==> config.mk <==
export PLATFORM = sky130hd
export DESIGN_NAME = data_multiplexer
export DESIGN_NICKNAME = d
export VERILOG_FILES = /design/src/rtl/mux_pkg.sv /design/src/rtl/mux_comb_select.sv /design/src/rtl/data_multiplexer.sv
export SDC_FILE = /design/constraint.sdc
export NUM_CORES = 1
export LEC_CHECK = 0
export CORE_MARGIN = 2
export CORE_UTILIZATION = 32
export DETAILED_ROUTE_END_ITERATION = 7
export MAX_ROUTING_LAYER = met4
export PLACE_DENSITY_LB_ADDON = 0.15
export SETUP_SLACK_MARGIN = 0.05
export SYNTH_ARGS = -nofsm -noshare
export SYNTH_HDL_FRONTEND = slang
export SYNTH_HIERARCHICAL = 1
export SYNTH_SLANG_ARGS = --single-unit
==> constraint.sdc <==
create_clock -name clk -period 4.35 [get_ports clk]
set_clock_uncertainty 0.1 [all_clocks]
set_input_delay 0.87 -clock clk [delete_from_list [all_inputs] [get_ports clk]]
set_output_delay 0.87 -clock clk [all_outputs]
set_load 0.1 [all_outputs]
==> src/rtl/mux_pkg.sv <==
// mux_pkg -- shared constants and helpers for the data_multiplexer block.
//
// Contents:
//   DEFAULT_WIDTH      default bits per data word
//   DEFAULT_SEL_WIDTH  default select bus width
//   DEFAULT_NUM_INPUTS default number of input words
//   min_sel_width()    smallest select width able to address n words
package mux_pkg;

  localparam int DEFAULT_WIDTH      = 8;
  localparam int DEFAULT_SEL_WIDTH  = 3;
  localparam int DEFAULT_NUM_INPUTS = 8;

  // Minimum select width for n inputs; a single-word mux still needs one bit.
  function automatic int min_sel_width(input int n);
    return (n <= 1) ? 1 : $clog2(n);
  endfunction

endpackage : mux_pkg

==> src/rtl/mux_comb_select.sv <==
// mux_comb_select -- purely combinational N-to-1 word selector with range check.
//
// Ports:
//   sel       in   SEL_WIDTH          select index (unsigned)
//   data_in   in   NUM_INPUTS*WIDTH   flattened words, word i at [i*WIDTH +: WIDTH]
//   data_out  out  WIDTH              selected word, zero when sel is out of range
//   sel_err   out  1                  high when sel >= NUM_INPUTS
module mux_comb_select
  import mux_pkg::*;
#(
  parameter int WIDTH      = DEFAULT_WIDTH,
  parameter int SEL_WIDTH  = DEFAULT_SEL_WIDTH,
  parameter int NUM_INPUTS = DEFAULT_NUM_INPUTS
) (
  input  logic [SEL_WIDTH-1:0]        sel,
  input  logic [NUM_INPUTS*WIDTH-1:0] data_in,
  output logic [WIDTH-1:0]            data_out,
  output logic                        sel_err
);

  // One extra bit so NUM_INPUTS == 2**SEL_WIDTH is representable.
  localparam logic [SEL_WIDTH:0] NUM_INPUTS_EXT = (SEL_WIDTH + 1)'(NUM_INPUTS);

  logic [WIDTH-1:0] words [NUM_INPUTS];

  genvar gi;
  generate
    for (gi = 0; gi < NUM_INPUTS; gi++) begin : g_unpack
      assign words[gi] = data_in[gi*WIDTH +: WIDTH];
    end
  endgenerate

  // Compare-per-word rather than indexing the array with sel: an out-of-range
  // sel simply matches nothing, so data_out stays at its zero default and no
  // array access ever goes past the end.
  always_comb begin
    data_out = '0;
    sel_err  = ({1'b0, sel} >= NUM_INPUTS_EXT);
    for (int i = 0; i < NUM_INPUTS; i++) begin
      if (sel == SEL_WIDTH'(i)) begin
        data_out = words[i];
      end
    end
  end

endmodule : mux_comb_select

==> src/rtl/data_multiplexer.sv <==
// data_multiplexer -- parameterised N-to-1 word multiplexer with a combinational
// path, a one-cycle registered path and select-range error reporting.
//
// Ports:
//   clk             in   1                  rising-edge clock
//   rst_n           in   1                  synchronous active-low reset
//   sel             in   SEL_WIDTH          select index
//   data_in         in   NUM_INPUTS*WIDTH   flattened input words
//   in_valid        in   1                  qualifies sel/data_in for the registered path
//   data_out        out  WIDTH              combinational selected word
//   sel_err         out  1                  combinational, sel >= NUM_INPUTS
//   data_out_q      out  WIDTH              registered selected word (holds when !in_valid)
//   out_valid       out  1                  registered copy of in_valid
//   sel_err_sticky  out  1                  latched on in_valid & sel_err, cleared by reset
module data_multiplexer
  import mux_pkg::*;
#(
  parameter int WIDTH      = DEFAULT_WIDTH,
  parameter int SEL_WIDTH  = DEFAULT_SEL_WIDTH,
  parameter int NUM_INPUTS = DEFAULT_NUM_INPUTS
) (
  input  logic                        clk,
  input  logic                        rst_n,
  input  logic [SEL_WIDTH-1:0]        sel,
  input  logic [NUM_INPUTS*WIDTH-1:0] data_in,
  input  logic                        in_valid,
  output logic [WIDTH-1:0]            data_out,
  output logic                        sel_err,
  output logic [WIDTH-1:0]            data_out_q,
  output logic                        out_valid,
  output logic                        sel_err_sticky
);

  // Reject unusable parameter sets at elaboration.
  generate
    if (NUM_INPUTS < 2) begin : g_bad_num_inputs
      $error("data_multiplexer: NUM_INPUTS must be >= 2");
    end
    if (SEL_WIDTH < min_sel_width(NUM_INPUTS)) begin : g_bad_sel_width
      $error("data_multiplexer: SEL_WIDTH too narrow to address NUM_INPUTS words");
    end
  endgenerate

  mux_comb_select #(
    .WIDTH      (WIDTH),
    .SEL_WIDTH  (SEL_WIDTH),
    .NUM_INPUTS (NUM_INPUTS)
  ) u_select (
    .sel      (sel),
    .data_in  (data_in),
    .data_out (data_out),
    .sel_err  (sel_err)
  );

  logic [WIDTH-1:0] data_out_d, data_out_q_q;
  logic             out_valid_d, out_valid_q;
  logic             sticky_d, sticky_q;

  always_comb begin
    data_out_d  = data_out_q_q;
    out_valid_d = in_valid;
    sticky_d    = sticky_q | (in_valid & sel_err);
    // The selector already zeroes out-of-range words, so capture it as-is.
    if (in_valid) begin
      data_out_d = data_out;
    end
  end

  always_ff @(posedge clk) begin
    if (!rst_n) begin
      data_out_q_q <= '0;
      out_valid_q  <= 1'b0;
      sticky_q     <= 1'b0;
    end else begin
      data_out_q_q <= data_out_d;
      out_valid_q  <= out_valid_d;
      sticky_q     <= sticky_d;
    end
  end

  assign data_out_q     = data_out_q_q;
  assign out_valid      = out_valid_q;
  assign sel_err_sticky = sticky_q;

endmodule : data_multiplexer

==> results by group, run 1 <==
Power
  • Worst vdd ir: 0.221 mV
  • Comb power frac: 63.1%
  • P_sw: 0.000207 W
  • Int Pwr: 0.000290 W
  • Clock network fraction of design power: 16.3%
  • Part of the power in registers: 20.7%
  • PwrDens: 262 mW/mm^2
  • Sw Share: 41.7%
  • Pleak: 0.756 nW

Synthesis
  • Synth Area in Adders: 0%
  • Synth Area in Compound Gates: 0.543%
  • Mean post-synth cell area: 15.1 um^2
  • Synth cell types: 15
  • Mux contribution to synthesized area: 63.6%
  • Synth Area in Simple Gates: 6.92%
  • Syn nets: 131
  • Seq/Total Area, Yosys: 21.7%
  • Post-Synth XOR/XNOR Area: 0%
  • Yosys warnings: 6
  • Cell area after synthesis: 922 um^2
  • Synth Instances: 61
  • Largest family of logic cells by synthesized area: multiplexers
  • Flops & latches, synth: 10

CTS
  • H-tree levels: 1
  • Max Root-Sink Buffers: 2
  • Post-CTS setup buffer count: 0
  • Num CTS Buffers: 3
  • CTS clk-pin slew, worst paths: 60 ps
  • Root buffer cell: clkbuf_4
  • Clock sink total: 10
  • CTS tree: yes
  • Hold Buf Count CTS: 0
  • Clock Latency Late Sink: 250 ps
  • Post-cts resize count: 0

Global routing
  • Vias in the first global route: 962
  • First-pass GRT wire length: 4.12 mm
  • Initial antenna violation count: 0
  • Global route total overflow: 0
  • Largest net degree at the start of global routing: 17
  • All-Layer GR Usage: 16.5%

Die
  • Die width: 57.7 um
  • Core footprint: 0.00276 mm^2
  • Starting Density: 33.4%
  • Cell row count: 19
  • Die H: 57.7 um
  • Die area: 0.00333 mm^2
  • IO Count: 89

Outcome
  • Status: finished clean

Timing
  • Setup violators final: 0
  • Fin crit period: 3650 ps
  • Final Max Slew Viols: 0
  • RSZ-0062 raised after global routing: false
  • Final TNS setup: 0 ps
  • Period utilisation layout: 84.0%
  • Least-Margin Pin Slew: 969 ps
  • Maximum clock frequency: 0.274 GHz
  • Final hold viol count: 0
  • Max-slew headroom: 35.2%
  • Final worst slack: 696 ps

Setup path
  • CP max stage cell: mux4_1
  • CP Depth: 5
  • Crit end category: output pin
  • Worst path bufs/invs: 3
  • Worst Setup Start Kind: input port
  • CP Max Fanout: 16
  • Required @ worst endpoint: 3380 ps
  • Cell family with most CP delay: multiplexers
  • Critical path arrival: 2680 ps
  • Crit-path max cell delay: 590 ps
  • Worst Setup Path Type: input port to output pin
  • R2R depth: 2
  • Crit-path cells: clkdlybuf4s50_1 > buf_4 > mux4_1 > mux2_2 > buf_12

Route
  • Total wire length: 2.67 mm
  • First-pass DRT Iterations: 4
  • Post-route DRC: 0
  • ANT nets after route: 0
  • Total number of vias: 882
  • WL/cell: 15.1 um
  • DRT iter0 DRCs: 21
  • Vias per cell: 4.98

Cells and area
  • Final Net Count: 217
  • Finished Layout Cells: 177
  • Multi-input logic area: 659 um^2
  • Area Overhead vs Synth: 105%
  • N_diodes: 0
  • Layout cell share with drive strength beyond 1: 15.8%
  • Sequential Area: 200 um^2
  • Fillcell total: 216

Placed design
  • Placed cells: 173
  • IO Port Bufs: 87
  • Dpl hpwl: 2.37 mm
  • Worst slack at placement: 699 ps
  • Gpl congestion: 0.746

Min path
  • Hold Crit Class: register to register
  • Hold Path Stages: 2

Job
  • Max_cap viols: 0
[worst reg2reg max path, cell delays in order (launching register included)]
cell     delay [ps]
dfxtp_1         310
mux2i_1         150
nor2b_1          70
[state kept, by name (all words and copies together) (netlist names)]
register,flops
out_valid,1
sel_err_sticky,1
data_out_q,8
[power groups by stage]
stage	logic (W)	clock network, W	registers [W]
floorplan	0.000136	0	0.000158
global placement	0.000311	0	0.000105
detailed placement	0.000315	0	0.000105
CTS	0.000315	0.0000833	0.000103
global route	0.000323	0.0000920	0.000104
finish	0.000313	0.0000808	0.000103
[kinds of logic (layout without fill, tap and decap cells)]
kind of cell | after synthesis | after routing
multiplexers | 32 | 32
flip-flops | 10 | 10
AND/OR/NAND/NOR | 10 | 10
buffers and inverters | 7 | 92
other | 1 | 1
AO/OA/AOI/OAI | 1 | 1
[cell type report]
cell class | count | area share, %
Sequential cell | 10 | 10.6
Multi-Input combinational cell | 44 | 34.8
Timing Repair Buffer | 88 | 50.6
Tap cell | 31 | 2.05
Clock buffer | 4 | 1.92
[cells in the mapped netlist (all sizes together)]
| library cell | instances | area, um^2 |
|---|---|---|
| nor2b | 9 | 56.3 |
| conb | 1 | 3.75 |
| mux2 | 8 | 90.1 |
| dfxtp | 10 | 200 |
| buf | 6 | 58.8 |
| mux2i | 8 | 80.1 |
| clkbuf | 1 | 3.75 |
| and2 | 1 | 7.51 |
| a21oi | 1 | 5.00 |
| mux4 | 16 | 417 |
[routing by layer]
metal / routed length [um] / track usage (%)
met1: 1000 / 18.8
met2: 1460 / 30.8
met3: 186 / 1.56
met4: 14 / 3.99
met5: 0 / -
[through the flow]
stage          hold slack [ps]  power, W  utilization (%)  area (um^2)
4_1_cts                    429  0.000501             68.6         1890
3_5_place_dp               408  0.000419             67.3         1860
5_1_grt                    448  0.000518             68.6         1890
3_3_place_gp               372  0.000416             67.3         1860
6_report                   418  0.000497             68.6         1890
2_1_floorplan              863  0.000294                -          922
[path summary, 6_finish.rpt]
check	slack, ps	from	to
setup reg to reg	3620	data_out_q[0]$_SDFFE_PN0P_	data_out_q[0]$_SDFFE_PN0P_
hold reg to reg	420	sel_err_sticky$_SDFF_PN0_	sel_err_sticky$_SDFF_PN0_
hold / removal	420	sel_err_sticky$_SDFF_PN0_	sel_err_sticky$_SDFF_PN0_
setup / recovery	700	sel[1]	data_out[4]
[cells in the final DEF, fill, tap and decap left out]
cell type,netlist,final
clkbuf_8,0,1
buf_4,1,1
mux4_2,1,1
dfxtp_1,10,10
clkdlybuf4s50_1,0,79
conb_1,1,1
mux2i_1,8,8
a21oi_1,1,1
mux2_2,8,8
nor2b_1,9,9
and2_2,1,1
clkbuf_4,0,3
buf_12,1,8
mux4_1,15,15
Power figures use the tool's default switching activity.
==> run 2, diff against run 1 <==
--- a/config.mk
+++ b/config.mk
@@ -6,7 +6,7 @@
 export NUM_CORES = 1
 export LEC_CHECK = 0
 export CORE_MARGIN = 2
-export CORE_UTILIZATION = 32
+export CORE_UTILIZATION = 30
 export DETAILED_ROUTE_END_ITERATION = 7
 export MAX_ROUTING_LAYER = met4
 export PLACE_DENSITY_LB_ADDON = 0.15
==> constraint.sdc (replaced) <==
create_clock -name clk -period 3.5 [get_ports clk]
set_clock_uncertainty 0.1 [all_clocks]
set_input_delay 0.7 -clock clk [delete_from_list [all_inputs] [get_ports clk]]
set_output_delay 0.7 -clock clk [all_outputs]
set_load 0.1 [all_outputs]
==> results by group, run 2 (same netlist as run 1, synthesis figures left out) <==
CTS
  • Post-cts resize count: 0 (unchanged)
  • Max Root-Sink Buffers: 2 (unchanged)
  • Root buffer cell: clkbuf_4 (unchanged)
  • CTS tree: yes (unchanged)
  • CTS clk-pin slew, worst paths: 60 ps (about the same)
  • Clock sink total: 10 (unchanged)
  • Num CTS Buffers: 3 (unchanged)
  • Hold Buf Count CTS: 0 (unchanged)
  • Clock Latency Late Sink: 250 ps (about the same)
  • H-tree levels: 1 (unchanged)
  • Post-CTS setup buffer count: 0 (unchanged)

Route
  • WL/cell: 15.4 um (was 15.1 um)
  • DR top layer: met4 (unchanged)
  • ANT nets after route: 0 (unchanged)
  • Routed met3 length: 221 um (was 186 um)
  • DRT iter0 DRCs: 12 (was 21)
  • Post-route DRC: 0 (unchanged)
  • First-pass DRT Iterations: 3 (was 4)
  • Vias per cell: 4.91 (was 4.98)
  • Met2 wire len: 1.41 mm (was 1.46 mm)
  • Total wire length: 2.77 mm (was 2.67 mm)
  • Total number of vias: 883 (was 882)
  • DRT met1 WL: 1.12 mm (was 1.00 mm)

Min path
  • Hold Crit Class: register to register (unchanged)

Power
  • Pleak: 0.767 nW (was 0.756 nW)
  • P_sw: 0.000257 W (was 0.000207 W)
  • Sw Share: 41.5% (was 41.7%)
  • PwrDens: 323 mW/mm^2 (was 262 mW/mm^2)
  • Int Pwr: 0.000362 W (was 0.000290 W)
  • Clock network fraction of design power: 16.1% (was 16.3%)
  • Power Total: 0.000618 W (was 0.000497 W)
  • Part of the power in registers: 20.7% (about the same)
  • Comb power frac: 63.2% (was 63.1%)
  • Worst vdd ir: 0.112 mV (was 0.221 mV)

Cells and area
  • Most frequent cells in the layout: clkdlybuf4s50_1, mux4_1, dfxtp_1 (unchanged)
  • N_diodes: 0 (unchanged)
  • Area Overhead vs Synth: 107% (was 105%)
  • Final Net Count: 218 (was 217)
  • Most common cell after layout, fill and taps aside: clkdlybuf4s50_1 (unchanged)
  • Layout cell share with drive strength beyond 1: 17.0% (was 15.8%)
  • Largest register FFs: 8 (unchanged)

Setup path
  • Worst path bufs/invs: 3 (unchanged)
  • CP Max Fanout: 16 (unchanged)
  • Worst Setup Start Kind: input port (unchanged)
  • Required @ worst endpoint: 2700 ps (was 3380 ps)
  • Most common cell on crit path: buf_12
  • FF-to-FF setup slack: 2780 ps (was 3620 ps)
  • Cell family with most CP delay: multiplexers (unchanged)
  • Crit-path max cell delay: 570 ps (was 590 ps)
  • Worst Setup Path Type: input port to output pin (unchanged)
  • Crit-path cells: clkdlybuf4s50_1 > buf_12 > mux4_1 > mux2_2 > buf_12 (was clkdlybuf4s50_1 > buf_4 > mux4_1 > mux2_2 > buf_12)
  • CP max stage cell: mux4_1 (unchanged)
  • Crit end category: output pin (unchanged)
  • Critical path arrival: 2460 ps (was 2680 ps)

Global routing
  • Global route total overflow: 0 (unchanged)
  • First-pass GRT wire length: 4.30 mm (was 4.12 mm)
  • Largest net degree at the start of global routing: 17 (unchanged)
  • Vias in the first global route: 937 (was 962)
  • All-Layer GR Usage: 17.0% (was 16.5%)
  • Initial antenna violation count: 0 (unchanged)

Timing
  • Period utilisation layout: 93.2%
  • Setup violators final: 0 (unchanged)
  • Final hold viol count: 0 (unchanged)
  • Final TNS setup: 0 ps (unchanged)
  • Least-Margin Pin Slew: 971 ps (was 969 ps)
  • Maximum clock frequency: 0.307 GHz
  • RSZ-0062 raised after global routing: false (unchanged)
  • Final worst slack: 239 ps (was 696 ps)
  • Max-slew headroom: 35.1% (was 35.2%)
  • Fin crit period: 3260 ps
  • Final Max Slew Viols: 0 (unchanged)

Die
  • Die area: 0.00353 mm^2 (was 0.00333 mm^2)
  • Die H: 59.4 um (was 57.7 um)
  • Cell row count: 20 (was 19)
  • Starting Density: 31.0% (was 33.4%)
  • Core footprint: 0.00298 mm^2 (was 0.00276 mm^2)
  • IO Count: 89 (unchanged)
  • Die width: 59.4 um (was 57.7 um)

Placed design
  • Gpl congestion: 0.715 (was 0.746)
  • Worst slack at placement: 227 ps (was 699 ps)
  • IO Port Bufs: 87 (unchanged)
  • Dpl hpwl: 2.44 mm (was 2.37 mm)

Outcome
  • Status: finished clean (unchanged)

Job
  • Max_cap viols: 0 (unchanged)
## run 2: routing by layer
layer / up-vias / track usage (%)
li1: 427 / -
met1: 401 / 20.5
met2: 53 / 29.8
met3: 2 / 1.75
met4: 0 / 4.87
met5: - / -
## run 2: final cells by class
type                            instances  area (um^2)
Tap cell                               33         41.3
Fill cell                             241         1060
Timing Repair Buffer                   89          976
Clock buffer                            4         36.3
Multi-Input combinational cell         44          659
Sequential cell                        10          200
## run 2: worst register-to-register path: cells and delay by family, from the launching register on
kind | cells | cell delay (ps)
AND/OR/NAND/NOR | 1 | 60
flip-flops | 1 | 320
multiplexers | 1 | 130
## run 2: power by group through the flow
stage                     Clock [W]  Sequential [W]  Combinational [W]
final                     0.0000996        0.000128           0.000391
after global routing       0.000113        0.000129           0.000407
after CTS                  0.000103        0.000128           0.000394
after detailed placement          0        0.000131           0.000393
after global placement            0        0.000130           0.000388
after floorplan                   0        0.000197           0.000169
## run 2: path summary, 6_finish.rpt
kind | start | cells past startpoint | end
worst max register to register | data_out_q[5]$_SDFFE_PN0P_ | 2 | data_out_q[5]$_SDFFE_PN0P_
worst min-delay path | sel_err_sticky$_SDFF_PN0_ | 2 | sel_err_sticky$_SDFF_PN0_
worst max-delay path | sel[1] | 5 | data_out[5]
worst min register to register | sel_err_sticky$_SDFF_PN0_ | 2 | sel_err_sticky$_SDFF_PN0_
## run 2: through the flow
stage,instance area [um^2],utilization [%],hold WS (ps),cells
4_1_cts,1910,64.2,411,180
5_1_grt,1910,64.2,448,180
3_5_place_dp,1880,63.0,392,176
3_3_place_gp,1880,63.0,372,176
6_report,1910,64.2,397,180
2_1_floorplan,922,-,728,61
==> run 3, diff against run 2 <==
--- a/config.mk
+++ b/config.mk
@@ -11,6 +11,7 @@
 export MAX_ROUTING_LAYER = met4
 export PLACE_DENSITY_LB_ADDON = 0.15
 export SETUP_SLACK_MARGIN = 0.05
+export SKIP_LAST_GASP = 1
 export SYNTH_ARGS = -nofsm -noshare
 export SYNTH_HDL_FRONTEND = slang
 export SYNTH_HIERARCHICAL = 1
==> results of run 3 <==
Same layout as run 2: the final DEF is identical, and so are final timing and power.
